$ cat src/rtl/id_ex_pipe_ctrl.sv
// ID/EX pipeline register sequencer: load/hold/bubble control, upstream hold, stall watchdog; optional perf counters under ID_EX_PERF_CNT_EN.
// Latency: ID fields appear on ID_EX outputs 1 cycle after the sampling edge; IF_ID_hold is combinational.
// Backpressure: EX_stall freezes the register and raises IF_ID_hold; MEM_flush squashes to bubbles for FLUSH_DEPTH cycles.
module id_ex_pipe_ctrl #(
    parameter logic [3:0] ALU_OP_NOPE = 4'd9,
    parameter int         FLUSH_DEPTH = 2,
    parameter int         STALL_MAX   = 3
) (
    input  logic        clk,
    input  logic        rst,
    input  logic        ID_valid,
    input  logic [4:0]  ID_rs1,
    input  logic [4:0]  ID_rs2,
    input  logic [4:0]  ID_rd,
    input  logic [31:0] ID_rs1_data,
    input  logic [31:0] ID_rs2_data,
    input  logic [31:0] ID_imme,
    input  logic [3:0]  ID_aluop,
    input  logic [6:0]  ID_ctrl,
    input  logic        EX_stall,
    input  logic        MEM_flush,
    output logic [4:0]  ID_EX_rs1,
    output logic [4:0]  ID_EX_rs2,
    output logic [4:0]  ID_EX_rd,
    output logic [31:0] ID_EX_rs1_data,
    output logic [31:0] ID_EX_rs2_data,
    output logic [31:0] ID_EX_imme,
    output logic [3:0]  ID_EX_aluop,
    output logic        ID_EX_branch,
    output logic        ID_EX_alusrc,
    output logic        ID_EX_memread,
    output logic        ID_EX_memtoreg,
    output logic        ID_EX_memwrite,
    output logic        ID_EX_regwrite,
    output logic        ID_EX_take,
    output logic        ID_EX_valid,
    output logic        IF_ID_hold,
    output logic        stall_err,
    output logic [15:0] perf_stall_cnt,
    output logic [15:0] perf_flush_cnt
);

    typedef struct packed {
        logic [4:0]  rs1;
        logic [4:0]  rs2;
        logic [4:0]  rd;
        logic [31:0] rs1_data;
        logic [31:0] rs2_data;
        logic [31:0] imme;
        logic [3:0]  aluop;
        logic [6:0]  ctrl;
        logic        valid;
    } idex_t;

    typedef enum logic [1:0] {RUN, STALL, FLUSH} state_t;

    localparam logic [2:0] FLUSH_RELOAD = 3'(FLUSH_DEPTH - 1);
    localparam logic [3:0] STALL_LIMIT  = 4'(STALL_MAX);
    // A single-cycle flush never needs the FLUSH state.
    localparam state_t     FLUSH_NEXT   = (FLUSH_DEPTH > 1) ? FLUSH : RUN;

    state_t     state_q, state_d;
    idex_t      pipe_q, pipe_d;
    idex_t      bubble, id_load;
    logic [2:0] flush_cnt_q, flush_cnt_d;
    logic [3:0] stall_cnt_q, stall_cnt_d;
    logic       stall_err_q, stall_err_d;

    always_comb begin
        bubble       = '0;
        bubble.aluop = ALU_OP_NOPE;
    end

    always_comb begin
        id_load          = '0;
        id_load.rs1      = ID_rs1;
        id_load.rs2      = ID_rs2;
        id_load.rd       = ID_rd;
        id_load.rs1_data = ID_rs1_data;
        id_load.rs2_data = ID_rs2_data;
        id_load.imme     = ID_imme;
        id_load.aluop    = ID_aluop;
        id_load.ctrl     = ID_ctrl;
        id_load.valid    = 1'b1;
    end

    always_comb begin
        state_d     = state_q;
        pipe_d      = pipe_q;
        flush_cnt_d = flush_cnt_q;
        stall_cnt_d = stall_cnt_q;
        stall_err_d = stall_err_q;
        case (state_q)
            RUN, STALL: begin
                // Flush wins over stall: the stalled instruction is squashed anyway.
                if (MEM_flush) begin
                    pipe_d      = bubble;
                    flush_cnt_d = FLUSH_RELOAD;
                    stall_cnt_d = 4'd0;
                    state_d     = FLUSH_NEXT;
                end else if (EX_stall) begin
                    if (state_q == RUN) begin
                        stall_cnt_d = 4'd1;
                    end else if (stall_cnt_q != 4'd15) begin
                        stall_cnt_d = stall_cnt_q + 4'd1;
                    end
                    if (stall_cnt_d >= STALL_LIMIT) begin
                        stall_err_d = 1'b1;
                    end
                    state_d = STALL;
                end else begin
                    pipe_d      = ID_valid ? id_load : bubble;
                    stall_cnt_d = 4'd0;
                    state_d     = RUN;
                end
            end
            FLUSH: begin
                pipe_d = bubble;
                if (MEM_flush) begin
                    flush_cnt_d = FLUSH_RELOAD;
                end else if (flush_cnt_q <= 3'd1) begin
                    flush_cnt_d = 3'd0;
                    state_d     = RUN;
                end else begin
                    flush_cnt_d = flush_cnt_q - 3'd1;
                end
            end
            default: begin
                pipe_d  = bubble;
                state_d = RUN;
            end
        endcase
    end

    always_ff @(posedge clk) begin
        if (rst) begin
            state_q     <= RUN;
            pipe_q      <= bubble;
            flush_cnt_q <= 3'd0;
            stall_cnt_q <= 4'd0;
            stall_err_q <= 1'b0;
        end else begin
            state_q     <= state_d;
            pipe_q      <= pipe_d;
            flush_cnt_q <= flush_cnt_d;
            stall_cnt_q <= stall_cnt_d;
            stall_err_q <= stall_err_d;
        end
    end

    assign IF_ID_hold = (EX_stall & ~MEM_flush & (state_q != FLUSH)) | (state_q == FLUSH);

    assign ID_EX_rs1      = pipe_q.rs1;
    assign ID_EX_rs2      = pipe_q.rs2;
    assign ID_EX_rd       = pipe_q.rd;
    assign ID_EX_rs1_data = pipe_q.rs1_data;
    assign ID_EX_rs2_data = pipe_q.rs2_data;
    assign ID_EX_imme     = pipe_q.imme;
    assign ID_EX_aluop    = pipe_q.aluop;
    assign ID_EX_valid    = pipe_q.valid;
    assign {ID_EX_branch, ID_EX_alusrc, ID_EX_memread, ID_EX_memtoreg,
            ID_EX_memwrite, ID_EX_regwrite, ID_EX_take} = pipe_q.ctrl;
    assign stall_err      = stall_err_q;

`ifdef ID_EX_PERF_CNT_EN
    logic [15:0] perf_stall_q, perf_flush_q;
    logic        hold_cyc, flush_cyc;

    assign hold_cyc  = (state_q != FLUSH) & EX_stall & ~MEM_flush;
    assign flush_cyc = (state_q == FLUSH) | MEM_flush;

    always_ff @(posedge clk) begin
        if (rst) begin
            perf_stall_q <= 16'd0;
            perf_flush_q <= 16'd0;
        end else begin
            if (hold_cyc) begin
                perf_stall_q <= perf_stall_q + 16'd1;
            end
            if (flush_cyc) begin
                perf_flush_q <= perf_flush_q + 16'd1;
            end
        end
    end

    assign perf_stall_cnt = perf_stall_q;
    assign perf_flush_cnt = perf_flush_q;
`else
    assign perf_stall_cnt = 16'd0;
    assign perf_flush_cnt = 16'd0;
`endif

endmodule

$ cat config.mk
export PLATFORM = sky130hd
export DESIGN_NAME = id_ex_pipe_ctrl
export DESIGN_NICKNAME = d
export VERILOG_FILES = /design/src/rtl/id_ex_pipe_ctrl.sv
export SDC_FILE = /design/constraint.sdc
export NUM_CORES = 1
export LEC_CHECK = 0
export CAP_MARGIN = 0
export CORE_MARGIN = 2
export CORE_UTILIZATION = 37
export DETAILED_ROUTE_END_ITERATION = 6
export GPL_TIMING_DRIVEN = 0
export PLACE_DENSITY = 0.8
export SYNTH_ARGS = -nofsm -noshare
export SYNTH_HDL_FRONTEND = slang
export SYNTH_SLANG_ARGS = --single-unit
export TNS_END_PERCENT = 10
$ cat constraint.sdc
create_clock -name clk -period 1.6 [get_ports clk]
set_input_delay 0.32 -clock clk [delete_from_list [all_inputs] [get_ports clk]]
set_output_delay 0.32 -clock clk [all_outputs]
set_load 0.005 [all_outputs]
# After elaboration in Yosys (flattened, before gate mapping)
# Index checks and enable logic that the tools add are counted.
# classes
n_addsub	2
multipliers	0
n_div	0
magnitude_cmp	2
n_eq_ne	7
shift	0
muxes	17
n_bitwise	5
reduce_logical	7
# op_table
op	count
123-bit two-way mux	1
4-bit two-way mux	7
3-bit two-way mux	3
2-bit != test (second input constant)	4
2-bit two-way mux	3
3-bit case mux with 2 select lines	1
4-bit by 1-bit adder with 4-bit output (second input constant)	1
4-bit by 2-bit greater-or-equal comparator with 1-bit output (second input constant)	1
4-bit != test (second input constant)	1
2-bit case mux with 2 select lines	1
2-bit AND reduction	2
4-bit AND reduction	1
3-bit by 1-bit less-or-equal comparator with 1-bit output (second input constant)	1
3-bit OR reduction	1
3-bit by 1-bit subtractor with 3-bit output (second input constant)	1
1-bit bitwise AND	2
2-bit by 1-bit equality test with 1-bit output (second input constant)	1
2-bit equality test (second input constant)	1
2-bit zero test	1
1-bit inverter	2
2-bit nonzero test	1
2-bit OR reduction	1
1-bit two-way mux	1
1-bit bitwise OR	1
# totals
reg_bits	133
latchBits	0
ram_bits	0
romBits	0
output_inout_bits	157
wordCells	53
n_memories	0

# Longest topological paths before layout
# Gate-level depths: netlist of the first run.
# logic_depth
word_depth	8
mapped_depth	6
mapped_depth_nobuf	5

# Worst setup path after synthesis of the first run
# OpenSTA, ideal clock, no wires.
# synth_timing
path_type	in2reg
startpoint	input port MEM_flush
endpoint	register pipe_q (netlist bit ID_EX_imme[31])
arrival_ps	1366
t_required_ps	1541
slack_ps	176
path_stages	6
n_path_buf	3
path_cell_list	buf_6 or3_1 buf_6 nor2_8 buf_4 a22o_1
# synth_between
elab_chain_len	1
# synth_rtl
element	line_no	rtl
from (decl)	21	input logic MEM_flush,
3-bit OR reduction (no source line)	n/a	
to (signal assigned)	138	pipe_q <= bubble;
to (signal assigned)	144	pipe_q <= pipe_d;
to (decl)	63	idex_t pipe_q, pipe_d;
# Every way passes these cells.
# A chain may end at the register's enable or synchronous reset.

# Worst setup path in the final report of the first run
# layout_timing
startpoint	register pipe_q (netlist bit ID_EX_rs2_data[11])
endpoint	output port ID_EX_rs2_data[11]
# layout_rtl
element	line_no	rtl
to (decl)	26	output logic [31:0] ID_EX_rs2_data,
# No word-level cell between the ends.

==> flow_metrics.py, run 1 <==
metrics = {
    "final_layout": {
        "antenna-diode-count": 0,
        "nets": 868,
        "synthToLayoutAreaGrowth_pct": 75.1,
        "mostFrequentLayoutCell": "clkdlybuf4s50_1",
        "most-common-layout-cells": "clkdlybuf4s50_1 (135), dfxtp_1 (126), a22o_1 (71)",
        "final_layout_size_suffix_gt1_frac": 0.128,
    },
    "critical_path": {
        "path_class": "reg -> out",
        "critPathSlowestCell": "clkdlybuf4s50_1",
        "cp-start-kind": "flop",
        "worstSetupEndpointType": "output port",
        "timing.critical_path.required_ps": 1280,
        "regToRegStartpoint": "state_q[1]$_SDFFE_PP0P_",
        "cp-startpoint": "ID_EX_rs2_data[11]$_SDFFE_PP0N_",
        "critical_path_peak_fanout": 2,
        "max_stage_delay_ps": 520,
        "critPathTopFamily": "buffers and inverters",
        "cp_cell_sequence": "clkdlybuf4s50_1",
        "cp.buffers_inverters": 1,
        "arrival_time_worst_endpoint_ps": 1250,
    },
    "logic_synthesis": {
        "cell_taking_the_most_area_after_synthesis": "dfxtp_1",
        "portion_of_netlist_area_occupied_by_mux_cells": 0,
        "synth_simple_gate_area_share": 0.0740,
        "ys_seq_elements": 133,
        "mapped_area_um2": 4700,
        "yosysWarnings": 0,
        "synth_enable_flop_cells": 0,
        "post_synth_inst_count": 437,
        "yosys.cell_types.count": 32,
        "synth-seq-area-share": 0.566,
        "largest_family_of_logic_cells_by_synthesized_area": "compound AO/OA/AOI/OAI gates",
        "synth-compound-area-share": 0.248,
        "synth_flop_cell": "dfxtp_1",
        "synth_largest_type_area_fraction": 0.566,
        "post_synth_main_area_contributors": "dfxtp_1 (57%), a22o_1 (13%), a22oi_1 (8.1%)",
        "synthXorXnorAreaFrac": 0,
        "synth_adder_area_share": 0.00798,
        "syn_avg_cell_area_um2": 10.8,
        "postSynth.asyncResetShare": 0,
    },
    "floorplan": {
        "ioPinCount": 284,
        "initial_core_util": 0.376,
        "site_rows": 41,
        "die_area_um2": 13600,
        "dieWidth_um": 117,
        "die-height_um": 117,
        "placeableCoreArea_um2": 12500,
    },
    "placed_design": {
        "port_buffers": 250,
        "routability_driven_placement_congestion_ratio": 0.770,
        "pre_cts_ws_ps": -562,
        "hpwl_mm": 10.9,
    },
    "outcome": {
        "outcome": "complete, no violations",
    },
    "timing": {
        "drv_slew": 0,
        "setup_violations": 0,
        "grt_setup_unrepaired": "no",
        "clock-skew-final_ps": 4.05,
        "final.setup.worst_slack_ps": 27.6,
        "timing.fmax_mhz": 636,
        "finalWorstPathRequiredPeriod_ps": 1570,
        "setup_tns_ps": 0,
        "timing.final.hold_violations": 0,
        "final_min_period_over_clock_period": 0.983,
        "worst_hold_margin_ps": 166,
    },
    "flow_run": {
        "timing.max_cap.violations": 0,
    },
    "clock_network": {
        "numCtsBuffers": 17,
        "tritoncts": "built",
        "ctsLongestPathBuffers": 2,
        "cts-htree-levels": 4,
        "cts-root-buf": "clkbuf_16",
        "clock_pin_slew_of_the_registers_on_the_worst_case_setup_and_hold_paths_ps": 50,
        "worstSkewPairLatency_ps": 410,
        "postCtsHoldBufs": 0,
        "cts.sinks": 133,
    },
    "pwr": {
        "total_power_uw": 7810,
        "seqPwrFrac": 0.437,
        "power.net_switching_uw": 1680,
        "peakVddDrop_mv": 0.672,
        "powerDensity_nw_per_um2": 949,
        "p_int_uw": 6130,
        "clock_power_share": 0.464,
        "leakage_uw": 0.00458,
        "p_sw_frac": 0.216,
        "combPwrFrac": 0.099,
    },
    "routing": {
        "detailroute.via_count": 4474,
        "finalWirelength_mm": 14.5,
        "routed_via_density": 4.85,
        "antenna_left": 0,
        "drt_iter0_drc": 212,
        "post_drt_wl_per_cell_um": 15.7,
        "detailedRoute.firstPassIterationCount": 4,
        "remaining_drc_errors": 0,
    },
    "worst_hold_path": {
        "min_from": "MEM_flush",
        "worstHoldPathType": "in -> reg",
    },
    "global_route": {
        "antenna_found_initial": 0,
        "first_pass_grt_wire_length_mm": 20.9,
        "track_usage": 0.198,
        "via_count_of_the_first_global_routing_pass": 4309,
        "grt_start_max_net_pins": 17,
        "overflow": 0,
    },
}
==> synthesized netlist by cell type (2+ instances only) <==
library cell / instances
buf_6: 7
a211oi_1: 2
ha_1: 3
clkbuf_1: 18
and3_1: 2
o21ai_0: 8
nand2_1: 6
inv_1: 6
a22o_1: 71
nor3_1: 3
nand3_1: 5
nand2b_1: 4
or3_1: 2
a21oi_1: 7
dfxtp_1: 133
buf_4: 41
nor2_1: 54
a22oi_1: 51
==> timing repair <==
action | 4_1_cts | 5_1_grt
buffers inserted | 1 | 0
setup endpoints to repair | 162 | 177
gates resized for setup | 65 | 76
pin swaps | 0 | 0
hold endpoints to repair | 0 | 0
==> worst paths after layout <==
path,end,slack [ps],cells past startpoint
setup / recovery,ID_EX_rs2_data[11],30,1
hold / removal,ID_EX_aluop[0]$_SDFFE_PP1N_,170,3
setup reg to reg,ID_EX_rs1_data[9]$_SDFFE_PP0N_,90,5
hold reg to reg,ID_EX_valid$_SDFFE_PP0N_,460,1
==> registers in the layout, summed over array words and instances (netlist names), 2 cells and up <==
register        flops
ID_EX_imme         32
ID_EX_rs1_data     32
ID_EX_rs2_data     32
ID_EX_rd            5
ID_EX_rs1           5
ID_EX_rs2           5
ID_EX_aluop         4
stall_cnt_q         4
flush_cnt_q         3
state_q             2
==> metrics by stage <==
stage | utilization | cell area (um2) | std cells
2_1_floorplan | - | 4820 | 468
4_1_cts | 0.644 | 8070 | 923
6_report | 0.658 | 8230 | 923
3_5_place_dp | 0.602 | 7540 | 890
3_3_place_gp | 0.602 | 7540 | 890
5_1_grt | 0.658 | 8230 | 923
==> cells by family after synthesis <==
| family | Yosys count |
|---|---|
| compound gates | 147 |
| flops | 133 |
| simple gates | 79 |
| buf+inv | 74 |
| fa+ha+maj | 3 |
| other cells | 1 |
==> layout make-up <==
type | instances | area [um2]
Clock buffer | 21 | 440
Timing Repair Buffer | 251 | 2600
Clock inverter | 11 | 110
Multi-Input combinational cell | 261 | 1680
Sequential cell | 133 | 2670
Fill cell | 997 | 4280
Inverter | 7 | 28.8
Buffer | 67 | 482
Tap cell | 172 | 215
==> power groups by stage <==
stage	Combinational [uW]	Clock, uW	Sequential [uW]
6_report	774	3630	3410
5_1_grt	835	3870	3420
4_1_cts	776	3690	3410
3_5_place_dp	776	0	3480
3_3_place_gp	758	0	3480
2_1_floorplan	289	0	3480
==> metal layers <==
layer	track usage	up-vias	share of wire
met5	0	-	0
met4	0.0682	0	0.013
met3	0.0965	17	0.11
met2	0.343	216	0.50
met1	0.209	2107	0.38
li1	-	2134	-
No activity file was read; power rests on OpenSTA's default activity.
==> run 2: changes to the inputs <==
Settings changed: CTS_BUF_LIST set to sky130_fd_sc_hd__clkbuf_4 sky130_fd_sc_hd__clkbuf_8 sky130_fd_sc_hd__clkbuf_16.
==> run 2 against run 1 <==
Effect of this change: flip-flop and latch count stayed put; power is 0.85% higher; clock-buffer cell count stayed put; first-iteration DRC count is 18% lower; die area stayed put; via count hardly changed; fmax hardly changed; final area is 0.27% higher; non-clock buffer count stayed put; core utilization is 0.18 points higher; critical path type unchanged; largest cell class unchanged; largest power group unchanged; highest routed layer unchanged.
==> flow_metrics.py, run 2 (same netlist as run 1, synthesis figures left out) <==
metrics = {
    "outcome": {
        "outcome": "complete, no violations",
    },
    "timing": {
        "timing.final.hold_violations": 0,
        "clock-skew-final_ps": 4.14,
        "final_min_period_over_clock_period": 0.982,
        "timing.fmax_mhz": 636,
        "finalWorstPathRequiredPeriod_ps": 1570,
        "worst_hold_margin_ps": 167,
        "drv_slew": 0,
        "setup_violations": 0,
        "grt_setup_unrepaired": "no",
    },
    "floorplan": {
        "die-height_um": 117,
        "site_rows": 41,
        "die_area_um2": 13600,
        "initial_core_util": 0.376,
        "dieWidth_um": 117,
        "placeableCoreArea_um2": 12500,
        "ioPinCount": 284,
    },
    "placed_design": {
        "port_buffers": 250,
        "placedInstanceArea_um2": 7540,
        "hpwl_mm": 10.9,
        "routability_driven_placement_congestion_ratio": 0.770,
        "placedCellCount": 890,
    },
    "critical_path": {
        "worstReg2RegEnd": "ID_EX_rs1_data[9]$_SDFFE_PP0N_",
        "timing.critical_path.required_ps": 1280,
        "cp-start-kind": "flop",
        "critical_path_peak_fanout": 2,
        "reg2reg_depth": 5,
        "critPathSlowestCell": "clkdlybuf4s50_1",
        "cp.buffers_inverters": 1,
        "regToRegSetupSlack_ps": 90,
        "max_stage_delay_ps": 520,
        "path_class": "reg -> out",
        "critPathTopFamily": "buffers and inverters",
        "regToRegStartpoint": "state_q[1]$_SDFFE_PP0P_",
        "cp_cell_sequence": "clkdlybuf4s50_1",
        "timing.critical_path.depth": 1,
        "arrival_time_worst_endpoint_ps": 1250,
        "worstSetupEndpointType": "output port",
    },
    "global_route": {
        "via_count_of_the_first_global_routing_pass": 4308,
        "antenna_found_initial": 0,
        "first_pass_grt_wire_length_mm": 20.9,
        "grt_start_max_net_pins": 17,
        "track_usage": 0.199,
        "overflow": 0,
    },
    "routing": {
        "detailedRoute.firstPassIterationCount": 5,
        "drt_iter0_drc": 173,
        "post_drt_wl_per_cell_um": 15.8,
        "detailroute.via_count": 4472,
        "remaining_drc_errors": 0,
        "routed_via_density": 4.85,
        "antenna_left": 0,
        "finalWirelength_mm": 14.6,
    },
    "clock_network": {
        "ctsLongestPathBuffers": 2,
        "cts.sinks": 133,
        "tritoncts": "built",
        "cts-root-buf": "clkbuf_16",
        "postCtsHoldBufs": 0,
        "numCtsBuffers": 17,
        "clock_pin_slew_of_the_registers_on_the_worst_case_setup_and_hold_paths_ps": 50,
        "cts-htree-levels": 4,
        "worstSkewPairLatency_ps": 410,
    },
    "final_layout": {
        "antenna-diode-count": 0,
        "most-common-layout-cells": "clkdlybuf4s50_1 (132), dfxtp_1 (126), a22o_1 (71)",
        "design_area_um2": 8260,
        "mostFrequentLayoutCell": "clkdlybuf4s50_1",
        "synthToLayoutAreaGrowth_pct": 75.6,
        "final_layout_size_suffix_gt1_frac": 0.133,
        "utilization": 0.660,
        "nets": 868,
        "layout.cells.non_filler": 923,
    },
    "worst_hold_path": {
        "worstHoldPathType": "in -> reg",
        "min_from": "MEM_flush",
        "worstHoldPathCells": 3,
        "holdPathEnd": "ID_EX_aluop[0]$_SDFFE_PP1N_",
    },
    "flow_run": {
        "timing.max_cap.violations": 0,
    },
    "pwr": {
        "peakVddDrop_mv": 0.681,
        "powerDensity_nw_per_um2": 955,
        "leakage_uw": 0.00465,
        "total_power_uw": 7880,
    },
}
==> run 2: changes by cell type in the layout (fill, tap and decap cells not counted), sizes merged <==
cell | before | now
buf | 50 | 51
clkbuf | 40 | 39
dlymetal6s2s | 64 | 67
clkdlybuf4s50 | 135 | 132
==> run 2: how the worst max path moves through the flow <==
stage                                          from                              end
global route        ID_EX_rs2_data[18]$_SDFFE_PP0N_               ID_EX_rs2_data[18]
finish              ID_EX_rs2_data[11]$_SDFFE_PP0N_               ID_EX_rs2_data[11]
detailed placement                         EX_stall  ID_EX_rs1_data[29]$_SDFFE_PP0N_
global placement                           EX_stall  ID_EX_rs1_data[16]$_SDFFE_PP0N_
floorplan                                 MEM_flush      ID_EX_imme[31]$_SDFFE_PP0N_
CTS                     ID_EX_imme[10]$_SDFFE_PP0N_                   ID_EX_imme[10]
==> run 2: layout make-up <==
type	instances	area [um2]
sequential	133	2670
tap	172	215
inverter	7	28.8
multi-input combinational	261	1680
timing repair buffer	251	2610
buffer	67	482
clock inverter	11	110
fill	987	4260
clock buffer	21	455
==> run 2: metrics by stage <==
step | setup TNS, ps | worst slack, ps
2_1_floorplan | 0 | 176
3_3_place_gp | -57650 | -529
3_5_place_dp | -63110 | -562
4_1_cts | -9.53 | -9.53
5_1_grt | 0 | 0.743
6_report | 0 | 28.5
==> run 2: report_power, final <==
| part | switching [uW] | leakage (uW) | internal, uW | total [uW] |
|---|---|---|---|---|
| Clock | 1360 | 0.000284 | 2330 | 3700 |
| Combinational | 287 | 0.00329 | 487 | 773 |
| Sequential | 36.5 | 0.00108 | 3380 | 3410 |
==> run 2: routing by layer <==
layer  track usage  wire, um  vias up
met5             0         0        -
met4        0.0682       184        0
met3         0.103      1700       16
met2         0.345      7270      223
met1         0.207      5410     2097
li1              -         -     2136
==> run 2: what timing repair did <==
action | 4_1_cts | 5_1_grt
resized for setup | 66 | 80
endpoints found under the setup margin | 161 | 95
buffers inserted | 1 | 0
pin swaps | 0 | 0
